`src/rtl/loader_pkg.sv`:
```
// Shared types and defaults for the framed serial program loader.
package loader_pkg;

  typedef enum logic [3:0] {
    IDLE,
    HUNT,
    LEN_HI,
    LEN_LO,
    DATA_HI,
    DATA_LO,
    CHECK,
    DONE,
    ERROR
  } state_t;

  localparam logic [7:0]  SYNC_BYTE_DEF      = 8'hA5;
  localparam int unsigned TIMEOUT_CYCLES_DEF = 5000000;
  localparam int unsigned TMO_W_DEF          = $clog2(TIMEOUT_CYCLES_DEF + 1);

  // Counter width able to hold the value 'cycles' itself.
  function automatic int unsigned tmo_width(input int unsigned cycles);
    return $clog2(cycles + 1);
  endfunction

endpackage

```
`src/rtl/byte_strobe.sv`:
```
// Registered rising-edge detector on the receiver's data-ready level.
module byte_strobe (
  input  logic sysclk,
  input  logic sysrst,
  input  logic byte_valid,
  output logic strobe_c
);

  logic prev_valid;

  // Resets high so a level already present at reset is not taken as a byte.
  always_ff @(posedge sysclk or negedge sysrst) begin
    if (!sysrst) prev_valid <= 1'b1;
    else         prev_valid <= byte_valid;
  end

  assign strobe_c = byte_valid & ~prev_valid;

endmodule

```
`src/rtl/uart_loader.sv`:
```
// Framed serial loader: sync, length, data words, checksum -> 16-bit memory writes.
module uart_loader
  import loader_pkg::*;
#(
  parameter int unsigned WORD_WIDTH     = 16,
  parameter int unsigned ADDR_WIDTH     = 16,
  parameter int unsigned MAX_WORDS      = 1024,
  parameter logic [7:0]  SYNC_BYTE      = SYNC_BYTE_DEF,
  parameter int unsigned TIMEOUT_CYCLES = TIMEOUT_CYCLES_DEF
) (
  input  logic                  sysclk,
  input  logic                  sysrst,
  input  logic                  load_en,
  input  logic [7:0]            byte_in,
  input  logic                  byte_valid,
  output logic                  mem_we,
  output logic [ADDR_WIDTH-1:0] mem_addr,
  output logic [WORD_WIDTH-1:0] mem_data,
  output logic                  busy,
  output logic                  done,
  output logic                  error,
  output logic [ADDR_WIDTH-1:0] words_written
);

  localparam int unsigned TMO_W = tmo_width(TIMEOUT_CYCLES);

  state_t                  state_q, state_d;
  logic [7:0]              hi_q, hi_d;
  logic [7:0]              sum_q, sum_d;
  logic [ADDR_WIDTH-1:0]   len_q, len_d, len_n;
  logic [TMO_W-1:0]        tmo_q, tmo_d;
  logic                    we_d, busy_d, done_d, error_d;
  logic [ADDR_WIDTH-1:0]   addr_d, ww_d;
  logic [WORD_WIDTH-1:0]   data_d;
  logic                    strobe_c;
  logic                    in_frame_c;

  byte_strobe u_strobe (
    .sysclk     (sysclk),
    .sysrst     (sysrst),
    .byte_valid (byte_valid),
    .strobe_c   (strobe_c)
  );

  assign in_frame_c = (state_q == LEN_HI) || (state_q == LEN_LO) || (state_q == DATA_HI) ||
                      (state_q == DATA_LO) || (state_q == CHECK);

  always_ff @(posedge sysclk or negedge sysrst) begin
    if (!sysrst) begin
      state_q       <= IDLE;
      hi_q          <= '0;
      sum_q         <= '0;
      len_q         <= '0;
      tmo_q         <= '0;
      mem_we        <= 1'b0;
      mem_addr      <= '0;
      mem_data      <= '0;
      busy          <= 1'b0;
      done          <= 1'b0;
      error         <= 1'b0;
      words_written <= '0;
    end else begin
      state_q       <= state_d;
      hi_q          <= hi_d;
      sum_q         <= sum_d;
      len_q         <= len_d;
      tmo_q         <= tmo_d;
      mem_we        <= we_d;
      mem_addr      <= addr_d;
      mem_data      <= data_d;
      busy          <= busy_d;
      done          <= done_d;
      error         <= error_d;
      words_written <= ww_d;
    end
  end

  always_comb begin
    state_d = state_q;
    hi_d    = hi_q;
    sum_d   = sum_q;
    len_d   = len_q;
    len_n   = len_q | ADDR_WIDTH'(byte_in);
    we_d    = 1'b0;
    addr_d  = mem_addr;
    data_d  = mem_data;
    ww_d    = words_written;
    // Cycles since the last accepted byte, only while a frame is open.
    tmo_d   = (in_frame_c && !strobe_c) ? tmo_q + TMO_W'(1) : '0;

    unique case (state_q)
      IDLE: state_d = HUNT;
      HUNT, DONE, ERROR: begin
        if (strobe_c && byte_in == SYNC_BYTE) begin
          state_d = LEN_HI;
          sum_d   = '0;
          ww_d    = '0;
        end
      end
      LEN_HI: begin
        if (strobe_c) begin
          len_d   = ADDR_WIDTH'({byte_in, 8'h00});
          state_d = LEN_LO;
        end
      end
      LEN_LO: begin
        if (strobe_c) begin
          len_d = len_n;
          if (32'(len_n) > MAX_WORDS) state_d = ERROR;
          else if (len_n == '0)       state_d = CHECK;
          else                        state_d = DATA_HI;
        end
      end
      DATA_HI: begin
        if (strobe_c) begin
          hi_d    = byte_in;
          sum_d   = sum_q + byte_in;
          state_d = DATA_LO;
        end
      end
      DATA_LO: begin
        if (strobe_c) begin
          we_d    = 1'b1;
          addr_d  = words_written;
          data_d  = WORD_WIDTH'({hi_q, byte_in});
          ww_d    = words_written + ADDR_WIDTH'(1);
          sum_d   = sum_q + byte_in;
          state_d = (words_written + ADDR_WIDTH'(1) == len_q) ? CHECK : DATA_HI;
        end
      end
      CHECK: begin
        if (strobe_c) state_d = (byte_in == sum_q) ? DONE : ERROR;
      end
      default: state_d = IDLE;
    endcase

    // A byte arriving in the same cycle as the limit still counts as on time.
    if (in_frame_c && !strobe_c && tmo_q == TMO_W'(TIMEOUT_CYCLES)) state_d = ERROR;

    // Leaving load mode wins over everything, including a pending write.
    if (!load_en) begin
      state_d = IDLE;
      we_d    = 1'b0;
      ww_d    = '0;
    end

    busy_d  = (state_d == LEN_HI) || (state_d == LEN_LO) || (state_d == DATA_HI) ||
              (state_d == DATA_LO) || (state_d == CHECK);
    done_d  = (state_d == DONE);
    error_d = (state_d == ERROR);
  end

endmodule

```
`config.mk`:
```
export PLATFORM = sky130hd
export DESIGN_NAME = uart_loader
export DESIGN_NICKNAME = d
export VERILOG_FILES = /design/src/rtl/loader_pkg.sv /design/src/rtl/byte_strobe.sv /design/src/rtl/uart_loader.sv
export SDC_FILE = /design/constraint.sdc
export NUM_CORES = 1
export LEC_CHECK = 0
export CAP_MARGIN = 0
export CORE_MARGIN = 4
export CORE_UTILIZATION = 44
export CTS_CLUSTER_DIAMETER = 80
export DETAILED_ROUTE_END_ITERATION = 8
export PLACE_DENSITY = 0.73
export SETUP_SLACK_MARGIN = 0.1
export SLEW_MARGIN = 5
export SYNTH_ARGS = -nofsm -noshare
export SYNTH_HDL_FRONTEND = slang
export SYNTH_HIERARCHICAL = 1
export SYNTH_SLANG_ARGS = --single-unit
export TNS_END_PERCENT = 5
```
`constraint.sdc`:
```
create_clock -name sysclk -period 3 [get_ports sysclk]
set_input_delay 0.6 -clock sysclk [delete_from_list [all_inputs] [get_ports sysclk]]
set_output_delay 0.6 -clock sysclk [all_outputs]
set_load 0.005 [all_outputs]
```
* Word-level counts from Yosys, hierarchy flattened
Cells that the tools add are included.
** Operators by class
- Shifts and indexed selects :: 0
- Div/mod/pow operators :: 0
- Multiply operators :: 0
- Bitwise operators :: 3
- Mux-type cells :: 27
- Reduce and logical (&&, ||, !) cells :: 23
- Add/subtract/negate cells :: 3
- Magnitude comparators :: 1
- Equal/unequal tests :: 26
** Operators with widths (number)
- $mux W16 :: 5
- $pmux W16 S2 :: 2
- $mux W4 :: 10
- $eq A4 B3 Y1 const B :: 8
- $pmux W4 S7 :: 1
- $add A23 B1 Y23 const B :: 1
- $eq A23 B23 Y1 const B :: 1
- $mux W23 :: 1
- $add A16 B1 Y16 const B :: 1
- $eq A16 B16 Y1 :: 1
- $eq A4 B2 Y1 const B :: 4
- $gt A16 B11 Y1 const B :: 1
- $logic_not A16 Y1 :: 1
- $mux W8 :: 2
- $or A16 B8 Y16 :: 1
- $pmux W8 S2 :: 1
- $reduce_and A3 Y1 :: 3
- $add A8 B8 Y8 :: 1
- $eq A4 B4 Y1 const B :: 2
- $eq A8 B8 Y1 :: 1
- $eq A8 B8 Y1 const B :: 1
- $logic_or A1 B1 Y1 :: 8
- $ne A2 B2 Y1 const B :: 3
- $ne A3 B3 Y1 const B :: 2
- other kinds (14) :: 21
** Word-level totals
- Output and inout bits :: 52
- Latch bits :: 0
- Flip-flop bits (word level) :: 112
- Bits in read-only memories :: 0
- Memories kept :: 0
- Bits in writable memories :: 0

* Depth between registers and ports, before layout
- Depth after elaboration :: 14
- Mapped depth :: 10

* Cells and area by module
The synthesis kept the hierarchy.
** By module, submodules not included
- uart_loader :: sequential area each 2777.7 µm², area each 5756.8 µm², cells each 563, instances 1
- byte_strobe :: sequential area each 26.3 µm², area each 40.0 µm², cells each 2, instances 1

* Worst setup path before layout
OpenSTA, ideal clock, no wires.
- Path type :: input-to-reg
- From :: in byte_in[4]
- To :: reg busy
- Path slack :: 558 ps
- Required time :: 2869 ps
- Arrival time :: 2310 ps
- Library setup time :: 131 ps
- Path buffers :: 0
- Stages on the path :: 8
- Cell sequence :: ha_1 > nor4b_1 > nand3_1 > or3_1 > nand3_1 > a21oi_1 > nor4bb_1 > or3_1
** On the way
- Word-level cells in the longest chain between the ends :: 13
** Ends and longest elaborated chain
- start, declared :: line uart_loader.sv:14 : input logic [7:0] byte_in,
- branches (longest 5 deep; another with $gt A16 B11 Y1)
- $pmux W4 S7 * :: line uart_loader.sv:91 : unique case (state_q)
- $mux W4 * :: line uart_loader.sv:138 : if (in_frame_c && !strobe_c && tmo_q == TMO_W'(TIMEOUT_CYCLES)) state_d = ERROR;
- $mux W4 * :: line uart_loader.sv:141 : if (!load_en) begin
- $eq A4 B2 Y1 :: line uart_loader.sv:147 : busy_d = (state_d == LEN_HI) || (state_d == LEN_LO) || (state_d == DATA_HI) ||
- $logic_or A1 B1 Y1 (3 in series) :: line uart_loader.sv:147
- $logic_or A1 B1 Y1 * :: line uart_loader.sv:148 : (state_d == DATA_LO) || (state_d == CHECK);
- via busy_d :: line uart_loader.sv:32 : logic we_d, busy_d, done_d, error_d;
- end signal, assigned :: line uart_loader.sv:71 : busy <= busy_d;
- end, declared :: line uart_loader.sv:19 : output logic busy,
Mark *: on every way through the listed nets, which the timed path passes.
A chain may end at the register's enable or synchronous reset.

* Worst setup path after layout
Ends and elaborated chain as after synthesis.

==> results.sh <==
export IMPL_crit_chain="clkdlybuf4s50_1, ha_1, nor4b_1, nand3_1, or3_1, nand3_1, a21oi_1, nor4bb_1, or3_1"
export IMPL_grt_max_degree=47
export IMPL_cts_buffers=9
export IMPL_yosysTopAreaCellShare_pct=47.9
export IMPL_synth_ff_type="dfrtp_1"
export IMPL_ys_seq_area_share_pct=48.4
export IMPL_rows=41
export IMPL_fin_cells=819
export IMPL_worstPathMaxFanout=4
export IMPL_dieArea_um2=15100
export IMPL_io_buffers=63
export IMPL_fin_skew_ns=0.00827
export IMPL_top_level_ports=64
export IMPL_cp_num_buf_inv=1
export IMPL_vias_per_cell=5.62
export IMPL_muxShareOfSynthArea_pct=8.29
export IMPL_period_minus_slack_ns=2.71
export IMPL_synth_cell_type_count=59
export IMPL_die_h_um=123
export IMPL_worst_pin_slew_ns=0.623
export IMPL_peakVddDrop_uv=233
export IMPL_synth_nets=588
export IMPL_syn_area_per_cell_um2=10.3
export IMPL_synth_top_family_by_area="simple AND/OR/NAND/NOR gates"
export IMPL_htreeDepth=3
export IMPL_cp_top_family="simple AND/OR/NAND/NOR gates"
export IMPL_drive_gt1_share_pct=15.9
export IMPL_grt_usage_pct=19.5
export IMPL_worstPathArrival_ns=2.96
export IMPL_first_pass_iters=5
export IMPL_die_w_um=123
export IMPL_final_cell_mix="111 x dfrtp_1, 62 x clkdlybuf4s50_1, 57 x nor2_1, 40 x mux2_2, 36 x nand2_1"
export IMPL_hold_class="primary input to async pin"
export IMPL_cts_root_buf="clkbuf_16"
export IMPL_synth_edff_count=0
export IMPL_clk_latency_ns=0.36
export IMPL_yosys_top_cells_area="dfrtp_1 48%, mux2_2 7.8%, xor2_1 4.2%"
export IMPL_synthAdderAreaFrac_pct=2.50
export IMPL_dp_hpwl_um=10200
export IMPL_synthXorXnorAreaFrac_pct=6.95
export IMPL_grt_overflow=0
export IMPL_required_ns=3.24
export IMPL_first_iter_violations=444
export IMPL_wl_um=13800
export IMPL_async_flop_share_pct=100
export IMPL_post_route_period_util_pct=90.4
export IMPL_setup_violations_final=0
export IMPL_cts_clk_slew_worst_paths_ns=0.08
export IMPL_area_delta_synth_final_pct=22.2
export IMPL_synth_compound_area_share_pct=10.8
export IMPL_initial_core_util_pct=45.4
export IMPL_tritoncts="built"
export IMPL_status="completed"
export IMPL_place_congestion=0.867
export IMPL_hold_viol_final=0
export IMPL_slowest_delay_ns=0.49
export IMPL_syn_cell_area_um2=5800
export IMPL_diodes=0
export IMPL_cp_start_kind="primary input"
export IMPL_maxCapViolCount=0
export IMPL_tns_ns=0
export IMPL_antenna_found_initial=0
export IMPL_fp_coreArea_um2=12800
export IMPL_synthCells=565
export IMPL_rsz0062_at_grt="no"
export IMPL_vias=4602
export IMPL_ys_ff_latch=112
export IMPL_synth_simple_gate_area_share_pct=19.6
export IMPL_synth_top_area_cell="dfrtp_1"
export IMPL_grt_pass1_vias=4588
export IMPL_end_kind="register"
export IMPL_cts_buffer_depth=2
export IMPL_layout_nets=665
export IMPL_ant_nets=0
export IMPL_drcViolationCount=0
export IMPL_maxSlewViolCount=0
export IMPL_clock_sinks=112
export IMPL_slowest_stage="clkdlybuf4s50_1"
export IMPL_final_common_cell="dfrtp_1"
export IMPL_fmax_mhz=369
export IMPL_path_class="primary input to register"
export IMPL_relSlewSlack_pct=58.5
export IMPL_grt_first_pass_wirelength_um=23100
export IMPL_setup_ws_ns=0.287
export IMPL_dp_cells=802
export IMPL_yosysWarningCount=6
export IMPL_avgRoutedWirePerCell_um=16.9
export IMPL_p_leak_nw=3.15
export IMPL_place_ws_ns=-0.158
export IMPL_power_per_cell_area_nw_per_um2=415
-- layer usage --
layer	wire, um	track usage, %	up-vias
met1	6020	25.1	2250
met2	6800	31.8	161
met3	729	3.78	24
li1	-	-	2167
met4	288	8.68	0
met5	0	0	-
-- worst register-to-register path: stages, from the launching register on --
cell	delay, ns
dfrtp_1	0.50
ha_1	0.31
nand3_1	0.31
nor3_1	0.44
and3_1	0.22
a21o_1	0.10
nand4_1	0.16
nor4bb_1	0.18
or3_1	0.30
-- area by class of cell --
cell class / count / area [um^2]
Fill cell: 1103 / 5690
Clock inverter: 7 / 80.1
Sequential cell: 112 / 2800
Inverter: 19 / 71.3
Multi-Input combinational cell: 404 / 2800
Clock buffer: 9 / 225
Tap cell: 172 / 215
Timing Repair Buffer: 96 / 888
-- metrics by stage --
step                      area, um^2  hold WS (ns)  utilization (%)  power (mW)
after floorplan                 5800         0.304                -        1.63
after global placement          6760         0.465             53.0        1.73
after detailed placement        6760         0.476             53.0        1.73
after CTS                       7070         0.238             55.3        2.96
after global routing            7080         0.258             55.5        3.04
final                           7080         0.221             55.5        2.94
-- cells in the mapped netlist, drive strengths merged (4+ instances only) --
library cell  instances
a211oi                4
nor4b                 6
mux2                 40
nor2                 57
and4                  8
nand4                14
buf                  11
nand3                15
nor4                  9
nand2                37
a21o                  4
o22ai                 7
clkbuf               19
and2                  9
o21ai                31
nor3                 13
a21oi                22
xor2                 28
and3                 10
o31ai                 7
dfrtp               111
xnor2                18
nor2b                 6
nand2b                4
or4                   4
ha                   10
inv                  19
-- state kept, by name, summed over array words and instances (netlist names) --
name                 flops
state_q                  4
done                     1
mem_data                16
hi_q                     8
mem_addr                16
len_q                   16
u_strobe/prev_valid      1
busy                     1
sum_q                    8
error                    1
mem_we                   1
words_written           16
tmo_q                   23
-- worst paths after layout --
check / startpoint / to / slack (ns) / cells after the start
max: byte_in[4] / busy / 0.29 / 9
min: sysrst / mem_addr[6] / 0.22 / 1
max reg2reg: words_written[0] / busy / 0.36 / 8
min reg2reg: tmo_q[0] / tmo_q[0] / 0.49 / 1
max in group asynchronous: sysrst / tmo_q[5] / 2.03 / 2
min in group sysclk: tmo_q[0] / tmo_q[0] / 0.49 / 1
-- power breakdown --
part | switching, mW | total [mW] | internal [mW] | leakage, nW
logic | 0.0979 | 0.166 | 0.0679 | 1.46
registers | 0.0136 | 1.53 | 1.52 | 1.55
clock network | 0.581 | 1.24 | 0.658 | 0.148
total | 0.692 | 2.94 | 2.25 | 3.15
-- what timing repair did --
action,CTS,global route
setup endpoints to repair,0,1
hold buffers,0,0
resized for setup,0,1
setup buffers,0,1
-- cell families after synthesis --
logic type / Yosys count
XOR/XNOR: 46
AND/OR/NAND/NOR: 206
flip-flops: 112
AO/OA/AOI/OAI: 98
buffers and inverters: 49
adder cells (fa/ha/maj): 11
multiplexers: 43
Note: power is estimated with default switching activity, not from simulation.
